===== config.mk =====
export PLATFORM = sky130hd
export DESIGN_NAME = dmem_responder
export DESIGN_NICKNAME = d
export VERILOG_FILES = /design/src/rtl/dmem_responder_pkg.sv /design/src/rtl/dmem_responder_array.sv /design/src/rtl/dmem_responder.sv
export SDC_FILE = /design/constraint.sdc
export NUM_CORES = 2
export LEC_CHECK = 0
export BUFFER_PORTS_ARGS = -buffer_cell sky130_fd_sc_hd__clkbuf_2
export CORE_AREA = 8 8 592 652
export CTS_CLUSTER_DIAMETER = 60
export DETAILED_ROUTE_END_ITERATION = 12
export DIE_AREA = 0 0 600 660
export PLACE_DENSITY = 0.61
export SYNTH_ARGS = -nofsm -noshare
export SYNTH_HDL_FRONTEND = slang
export SYNTH_SLANG_ARGS = --single-unit

===== constraint.sdc =====
create_clock -name clk -period 9.07 [get_ports clk]
set_input_delay 0.4535 -clock clk [delete_from_list [all_inputs] [get_ports clk]]
set_output_delay 0.4535 -clock clk [all_outputs]
set_load 0.02 [all_outputs]

===== src/rtl/dmem_responder_pkg.sv =====
// Shared definitions for the data-memory responder: FSM encoding, default
// geometry and the MEM-stage opcodes whose decode drives mem_read/mem_write.
package dmem_responder_pkg;

  typedef enum logic [1:0] {
    IDLE = 2'd0,
    BUSY = 2'd1,
    RESP = 2'd2
  } state_t;

  localparam int DEF_DATA_W = 16;
  localparam int DEF_ADDR_W = 8;

  // RV32-style major opcodes that the control path turns into mem_read/mem_write
  localparam logic [6:0] OPC_LOAD  = 7'b0000011;
  localparam logic [6:0] OPC_STORE = 7'b0100011;

  function automatic logic is_mem_op(input logic [6:0] opc);
    return (opc == OPC_LOAD) || (opc == OPC_STORE);
  endfunction

endpackage


===== src/rtl/dmem_responder_array.sv =====
// Single-port synchronous word RAM with registered read; contents survive reset.
module dmem_array #(
  parameter int DATA_W = 16,
  parameter int ADDR_W = 8
) (
  input  logic              clk,
  input  logic              we,
  input  logic [ADDR_W-1:0] addr,
  input  logic [DATA_W-1:0] wdata,
  output logic [DATA_W-1:0] rdata
);

  logic [DATA_W-1:0] mem [2**ADDR_W];

  always_ff @(posedge clk) begin
    if (we) begin
      mem[addr] <= wdata;
    end
    rdata <= mem[addr];
  end

endmodule


===== src/rtl/dmem_responder.sv =====
// MEM-stage data memory responder: latches one request, waits WAIT_CYCLES,
// performs the access and stalls the pipeline until the RESP cycle.
module dmem_responder
  import dmem_responder_pkg::*;
#(
  parameter int DATA_W      = DEF_DATA_W,
  parameter int ADDR_W      = DEF_ADDR_W,
  parameter int WAIT_CYCLES = 2
) (
  input  logic              clk,
  input  logic              rst,
  input  logic              mem_read,
  input  logic              mem_write,
  input  logic [ADDR_W-1:0] addr,
  input  logic [DATA_W-1:0] wdata,
  output logic [DATA_W-1:0] rdata,
  output logic              rvalid,
  output logic              stall,
  output logic              err
);

  localparam int CNT_W = (WAIT_CYCLES > 0) ? $clog2(WAIT_CYCLES + 1) : 1;
  localparam logic [CNT_W-1:0] CNT_INIT = (WAIT_CYCLES > 0) ? CNT_W'(WAIT_CYCLES - 1) : '0;

  state_t            state_reg, state_next;
  logic [CNT_W-1:0]  cnt_reg, cnt_next;
  logic              op_write_reg;
  logic [ADDR_W-1:0] addr_reg;
  logic [DATA_W-1:0] wdata_reg;
  logic [DATA_W-1:0] rdata_reg;
  logic              err_reg;

  logic              req;
  logic              latch;
  logic              commit;
  logic              acc_write;
  logic [ADDR_W-1:0] acc_addr;
  logic [DATA_W-1:0] acc_wdata;
  logic              ram_we;
  logic [DATA_W-1:0] ram_rdata;

  assign req = mem_read ^ mem_write;

  always_comb begin
    state_next = state_reg;
    cnt_next   = cnt_reg;
    latch      = 1'b0;
    commit     = 1'b0;
    stall      = 1'b0;
    rvalid     = 1'b0;
    case (state_reg)
      IDLE: begin
        if (req) begin
          latch = 1'b1;
          stall = 1'b1;
          if (WAIT_CYCLES == 0) begin
            state_next = RESP;
            commit     = 1'b1;
          end else begin
            state_next = BUSY;
            cnt_next   = CNT_INIT;
          end
        end
      end
      BUSY: begin
        stall = 1'b1;
        if (cnt_reg == '0) begin
          state_next = RESP;
          commit     = 1'b1;
        end else begin
          cnt_next = cnt_reg - 1'b1;
        end
      end
      RESP: begin
        rvalid     = ~op_write_reg;
        state_next = IDLE;
      end
      default: state_next = IDLE;
    endcase
  end

  // A zero-wait access commits on the accept edge, before the latch is visible.
  assign acc_write = (state_reg == IDLE) ? mem_write : op_write_reg;
  assign acc_addr  = (state_reg == IDLE) ? addr      : addr_reg;
  assign acc_wdata = (state_reg == IDLE) ? wdata     : wdata_reg;
  assign ram_we    = commit & acc_write & ~rst;

  always_ff @(posedge clk) begin
    if (rst) begin
      state_reg    <= IDLE;
      cnt_reg      <= '0;
      op_write_reg <= 1'b0;
      addr_reg     <= '0;
      wdata_reg    <= '0;
      rdata_reg    <= '0;
      err_reg      <= 1'b0;
    end else begin
      state_reg <= state_next;
      cnt_reg   <= cnt_next;
      err_reg   <= (state_reg == IDLE) && mem_read && mem_write;
      if (latch) begin
        op_write_reg <= mem_write;
        addr_reg     <= addr;
        wdata_reg    <= wdata;
      end
      if (rvalid) begin
        rdata_reg <= ram_rdata;
      end
    end
  end

  // The RAM output register already holds the word during RESP; afterwards rdata_reg keeps it.
  assign rdata = rvalid ? ram_rdata : rdata_reg;
  assign err   = err_reg;

  dmem_array #(
    .DATA_W(DATA_W),
    .ADDR_W(ADDR_W)
  ) u_array (
    .clk  (clk),
    .we   (ram_we),
    .addr (acc_addr),
    .wdata(acc_wdata),
    .rdata(ram_rdata)
  );

endmodule


**After elaboration in Yosys (flattened, before gate mapping)**

Memory sizes are Yosys's and may differ from the RTL's. A register that Yosys moved wholly into a read port is not among the register bits.
Cells that the tools add are included.

- Add/sub/neg operators: 1
- Eq/ne operators: 5
- Muxes and demuxes: 17
- Bitwise logic cells: 5
- Reductions and logical operators: 7

Operator list:

| kind | number |
|---|---|
| $mux 16 | 2 |
| $mux 1 | 8 |
| $mux 8 | 1 |
| $pmux 2 s2 | 2 |
| $mux 2 | 3 |
| $ne 2x2->1 const B | 3 |
| $logic_not 2->1 | 2 |
| $reduce_and 3->1 | 1 |
| $and 1x1->1 | 2 |
| $eq 2x1->1 const B | 1 |
| $eq 2x2->1 const B | 1 |
| $logic_and 1x1->1 | 2 |
| $not 1->1 | 2 |
| $pmux 1 s2 | 1 |
| $reduce_and 2->1 | 1 |
| $reduce_bool 2->1 | 1 |
| $sub 2x1->2 const B | 1 |
| $xor 1x1->1 | 1 |

- Bits in registers: 46
- Memory bits (writable): 4096
- Input bits: 28
- Output and inout bits: 19
- Word-level logic and storage cells: 43
- Memories kept: 1

Memories:

| name | words | width | read ports | clocked after memory_dff | write ports | line | text |
|---|---|---|---|---|---|---|---|
| u_array.mem | 256 | 16 | 1 | 1 | 1 | dmem_responder_array.sv:13 | `logic [DATA_W-1:0] mem [2**ADDR_W];` |

**Longest topological paths before layout**

- Depth in word-level cells: 7
- Mapped depth: 12

**Hierarchy**

Synthesis repeated with hierarchy kept, for this count alone.

- Cells, all modules: 6946
- Area total of the unflattened synthesis: 157546.1 um^2

By module, submodules not included:

| module | times used | cells each | area each (um^2) | sequential area each (um^2) |
|---|---|---|---|---|
| dmem_array | 1 | 6727 | 155399.0 | 123318.3 |
| dmem_responder | 1 | 219 | 2147.1 | 920.9 |

**Least setup slack after synthesis**

Ideal clock, no wire load.

- Path kind: register -> register
- Start point: reg state_reg[1]
- End point: mem u_array.mem[0][10], data pin
- Arrival: 4.747 ns
- Data required time: 8.247 ns
- Setup slack: 3.501 ns
- Cell stages (with the launch flop): 9
- Cell sequence: dfxtp_1 buf_6 nor2_8 buf_6 clkbuf_1 buf_1 buf_1 nand2_1 nand2_1

- Cells in the longest elaborated chain, start to end: 2

Ends and longest elaborated chain:

| item | line | text |
|---|---|---|
| from (decl) | dmem_responder.sv:25 | `state_t state_reg, state_next;` |
| from (signal assigned) | dmem_responder.sv:98 | `state_reg <= state_next;` |
| $logic_not 2->1 | dmem_responder.sv:85 | `assign acc_wdata = (state_reg == IDLE) ? wdata : wdata_reg;` |
| $mux 16 | dmem_responder.sv:85 |  |
| via acc_wdata[10] | dmem_responder.sv:38 | `logic [DATA_W-1:0] acc_wdata;` |
| to (decl) | dmem_responder_array.sv:13 |  |

The timed path passes the listed nets, and every way through them passes these cells.

**Final worst setup path**

- Start point: reg state_reg[1]
- End point: reg u_array.rdata[0], read port of u_array.mem

- Cells in the longest elaborated chain, start to end: 2

Ends and longest elaborated chain:

| item | line | text |
|---|---|---|
| $logic_not 2->1 | dmem_responder.sv:84 | `assign acc_addr = (state_reg == IDLE) ? addr : addr_reg;` |
| $mux 8 | dmem_responder.sv:84 |  |
| to (decl) | dmem_responder_array.sv:10 | `output logic [DATA_W-1:0] rdata` |

No other way between the ends.
A chain may end at the register's enable or synchronous reset.

==> results_dict.tcl <==
set metrics [dict create \
    outcome "completed" \
    drt_iter0_markers 12922 \
    yosysWarnings 0 \
    antenna_found_initial 33 \
    grt_overflow_total 0 \
    first_pass_iters 7 \
    grt_pass1_wl_um 642000 \
    skew_ps 62.3 \
    cts_setup_buffers 0 \
    rsz0062_at_grt "false" \
    hold_slack_ps 137 \
    synthesis.area_um2 153000 \
    ir_drop_v 0.000189 \
    area_growth_pct 14.1 \
    cp-startpoint "state_reg[1]$_SDFFE_PP0P_" \
    cts_buffer_depth 4 \
    finalHoldViolations 0 \
    drt_wl_total_um 457000 \
    root_buffer "clkbuf_16" \
    finalCritPeriodShare_pct 67.1 \
    path_class "flip-flop to flip-flop" \
    endpoint_kind "flip-flop" \
    min_period_ps 6080 \
    maxCapViolCount 0 \
    viasPerCell 6.22 \
    ys_ff_latch 4158 \
    finalSetupTns_ps 0 \
    core-area_um2 374000 \
    clock_latency_ps 930 \
    largest_reg_flops 4096 \
    avgSynthCellArea_um2 17.5 \
    holdBufCountCts 26 \
    min_from "rst" \
    hold_end "rdata_reg[3]$_SDFF_PP0_" \
    max_stage_delay_ps 1050 \
    clkSinkCount 4158 \
    synth_fp_nets 8776 \
    timing.fmax_mhz 164 \
    post_cts_resized 0 \
    max_slew_margin_pct 2.67 \
    num_io_pins 47 \
    die_height_um 660 \
    track_usage_pct 22.1 \
    cts_made_buffers 405 \
    initial_core_util_pct 40.9 \
    leakage_nw 52.7 \
    drive_gt1_share_pct 13.6 \
    setup_viol 0 \
    required_ps 9870 \
    min_path_type "input port to flip-flop" \
    num_vias 89404 \
    final_core_util_pct 46.6 \
    num-nets-final 9056 \
    htreeDepth 5 \
    cts_tree "done" \
    synth_cells 8747 \
    ys_seq_area_share_pct 81.2 \
    dieArea_um2 396000 \
    postRouteAntennaNets 0 \
    reg2reg_to "u_array.rdata[0]$_DFF_P_" \
    regMostFlops "u_array.mem" \
    port-buffer-count 46 \
    fin_ws_ps 2990 \
    drc 0 \
    final_cell_mix "4096 x edfxtp_1, 2048 x a22oi_1, 1052 x a21oi_1" \
    p_per_area_nw_per_um2 243 \
    rr_startpoint "state_reg[1]$_SDFFE_PP0P_" \
    layout_commonest_cell "edfxtp_1" \
    core.rowCount 236 \
    path_clk_slew_ps 60 \
    gp_congestion 0.828 \
    ys_types 45 \
    worst_pin_slew_ps 1440 \
    crit_slowest_cell "o41ai_1" \
    wire_per_inst_um 31.8 \
    critPathArrivalTime_ps 6880 \
    hold-path-cell-count 3 \
    rrSetupSlack_ps 2990 \
    crit_fanout 55 \
    die_w_um 600 \
    dp_hpwl_um 256000 \
    crit_path_cell_trace "nor2_8 > o31a_4 > buf_4 > buf_4 > a21oi_1 > o41ai_1 > a41oi_2 > or4_1" \
    rr_worst_depth 8 \
    slew_violations 0 \
    grt_pass1_vias 85797 \
    grt_max_degree 194 \
    worst_path_most_repeated_cell "buf_4" \
    place_worst_setup_slack_ps 2740 \
    cp-start-kind "flip-flop" \
]
## routing by layer
layer | global-route usage (%) | vias to the layer above | routed length (µm)
met3 | 4.05 | 856 | 44100
met4 | 9.53 | 12 | 21500
met2 | 35.7 | 5355 | 218000
li1 | - | 37027 | -
met1 | 29.5 | 46154 | 174000
met5 | 0 | - | 74
## stage by stage
step	total power, mW	instance area, µm²	instances
finish	42.5	175000	14371
floorplan	24.7	153000	8747
global route	43.5	175000	14357
global placement	26.4	161000	13584
CTS	42.6	175000	14348
detailed placement	26.5	161000	13591
## where the power goes
group / internal [mW] / leakage [nW] / switching [mW]
Combinational: 0.984 / 8.90 / 3.35
Clock: 9.34 / 6.24 / 7.03
Sequential: 21.7 / 37.6 / 0.0717
## worst max-delay path, delay by kind of cell, from the launching register on
family,cells,cell delay [ps]
flops,1,450
compound gates,4,2650
simple gates,2,1480
buf+inv,2,1260
## synthesized netlist by cell type
master | n | share of area [%]
edfxtp_1 | 4096 | 80
a22oi_1 | 2048 | 10
a21oi_1 | 1052 | 3.4
clkbuf_1 | 304 | 0.75
buf_2 | 282 | 0.92
nor2_1 | 261 | 0.64
o41ai_1 | 256 | 1.5
nand2_1 | 125 | 0.31
a41oi_1 | 64 | 0.37
dfxtp_1 | 62 | 0.81
buf_1 | 57 | 0.14
nor2b_1 | 20 | 0.082
or4_1 | 17 | 0.083
mux2_2 | 16 | 0.12
nand2b_1 | 16 | 0.065
buf_4 | 9 | 0.044
buf_6 | 9 | 0.066
nand3_1 | 7 | 0.023
inv_1 | 6 | 0.015
nand3b_1 | 4 | 0.020
o21ai_0 | 4 | 0.013
nor3b_1 | 3 | 0.015
o31ai_1 | 3 | 0.015
a31oi_1 | 2 | 0.0082
nor3_1 | 2 | 0.0065
o21a_1 | 2 | 0.0098
o21ai_2 | 2 | 0.011
a31oi_2 | 1 | 0.0082
a31oi_4 | 1 | 0.014
and2_1 | 1 | 0.0041
ha_1 | 1 | 0.0082
nor2_8 | 1 | 0.013
nor4bb_1 | 1 | 0.0065
o211ai_1 | 1 | 0.0049
o21a_2 | 1 | 0.0057
o21ai_4 | 1 | 0.011
o31a_1 | 1 | 0.0057
o31a_2 | 1 | 0.0065
o31ai_4 | 1 | 0.014
or2_1 | 1 | 0.0041
or3_1 | 1 | 0.0041
or3b_2 | 1 | 0.0057
or4b_1 | 1 | 0.0065
or4b_2 | 1 | 0.0065
xor2_1 | 1 | 0.0057
## area by class of cell
cell class | instances | area [µm²]
diodes | 22 | 55.1
clock buffers | 496 | 10800
clock inverters | 235 | 2000
fillers | 31392 | 200000
inverters | 6 | 22.5
multi-input cells | 3922 | 26900
flip-flops and latches | 4158 | 124000
well taps | 4998 | 6250
repair buffers | 534 | 4310
## cell families (layout without fill, tap and decap cells)
logic type               count (synthesis)  after routing  synth area share (%)
XOR/XNOR                                 1              1               0.00573
AO/OA/AOI/OAI                         3441           3441                  15.4
flip-flops                            4158           4158                  81.2
AND/OR/NAND/NOR                        463            463                  1.29
other                                    0             22                     0
buffers and inverters                  667           1271                  1.93
multiplexers                            16             16                 0.118
adder cells (fa/ha/maj)                  1              1               0.00818
## worst max path at each step
stage	to	slack, ps	cells after the start
after global placement	u_array.rdata[1]$_DFF_P_	2810	8
final	u_array.rdata[0]$_DFF_P_	2990	8
after global routing	u_array.rdata[1]$_DFF_P_	2920	9
after CTS	u_array.rdata[1]$_DFF_P_	2710	8
after detailed placement	u_array.rdata[1]$_DFF_P_	2740	8
after floorplan	u_array.mem[0][10]$_DFFE_PP_	3500	8
No activity file was read; power rests on OpenSTA's default activity.
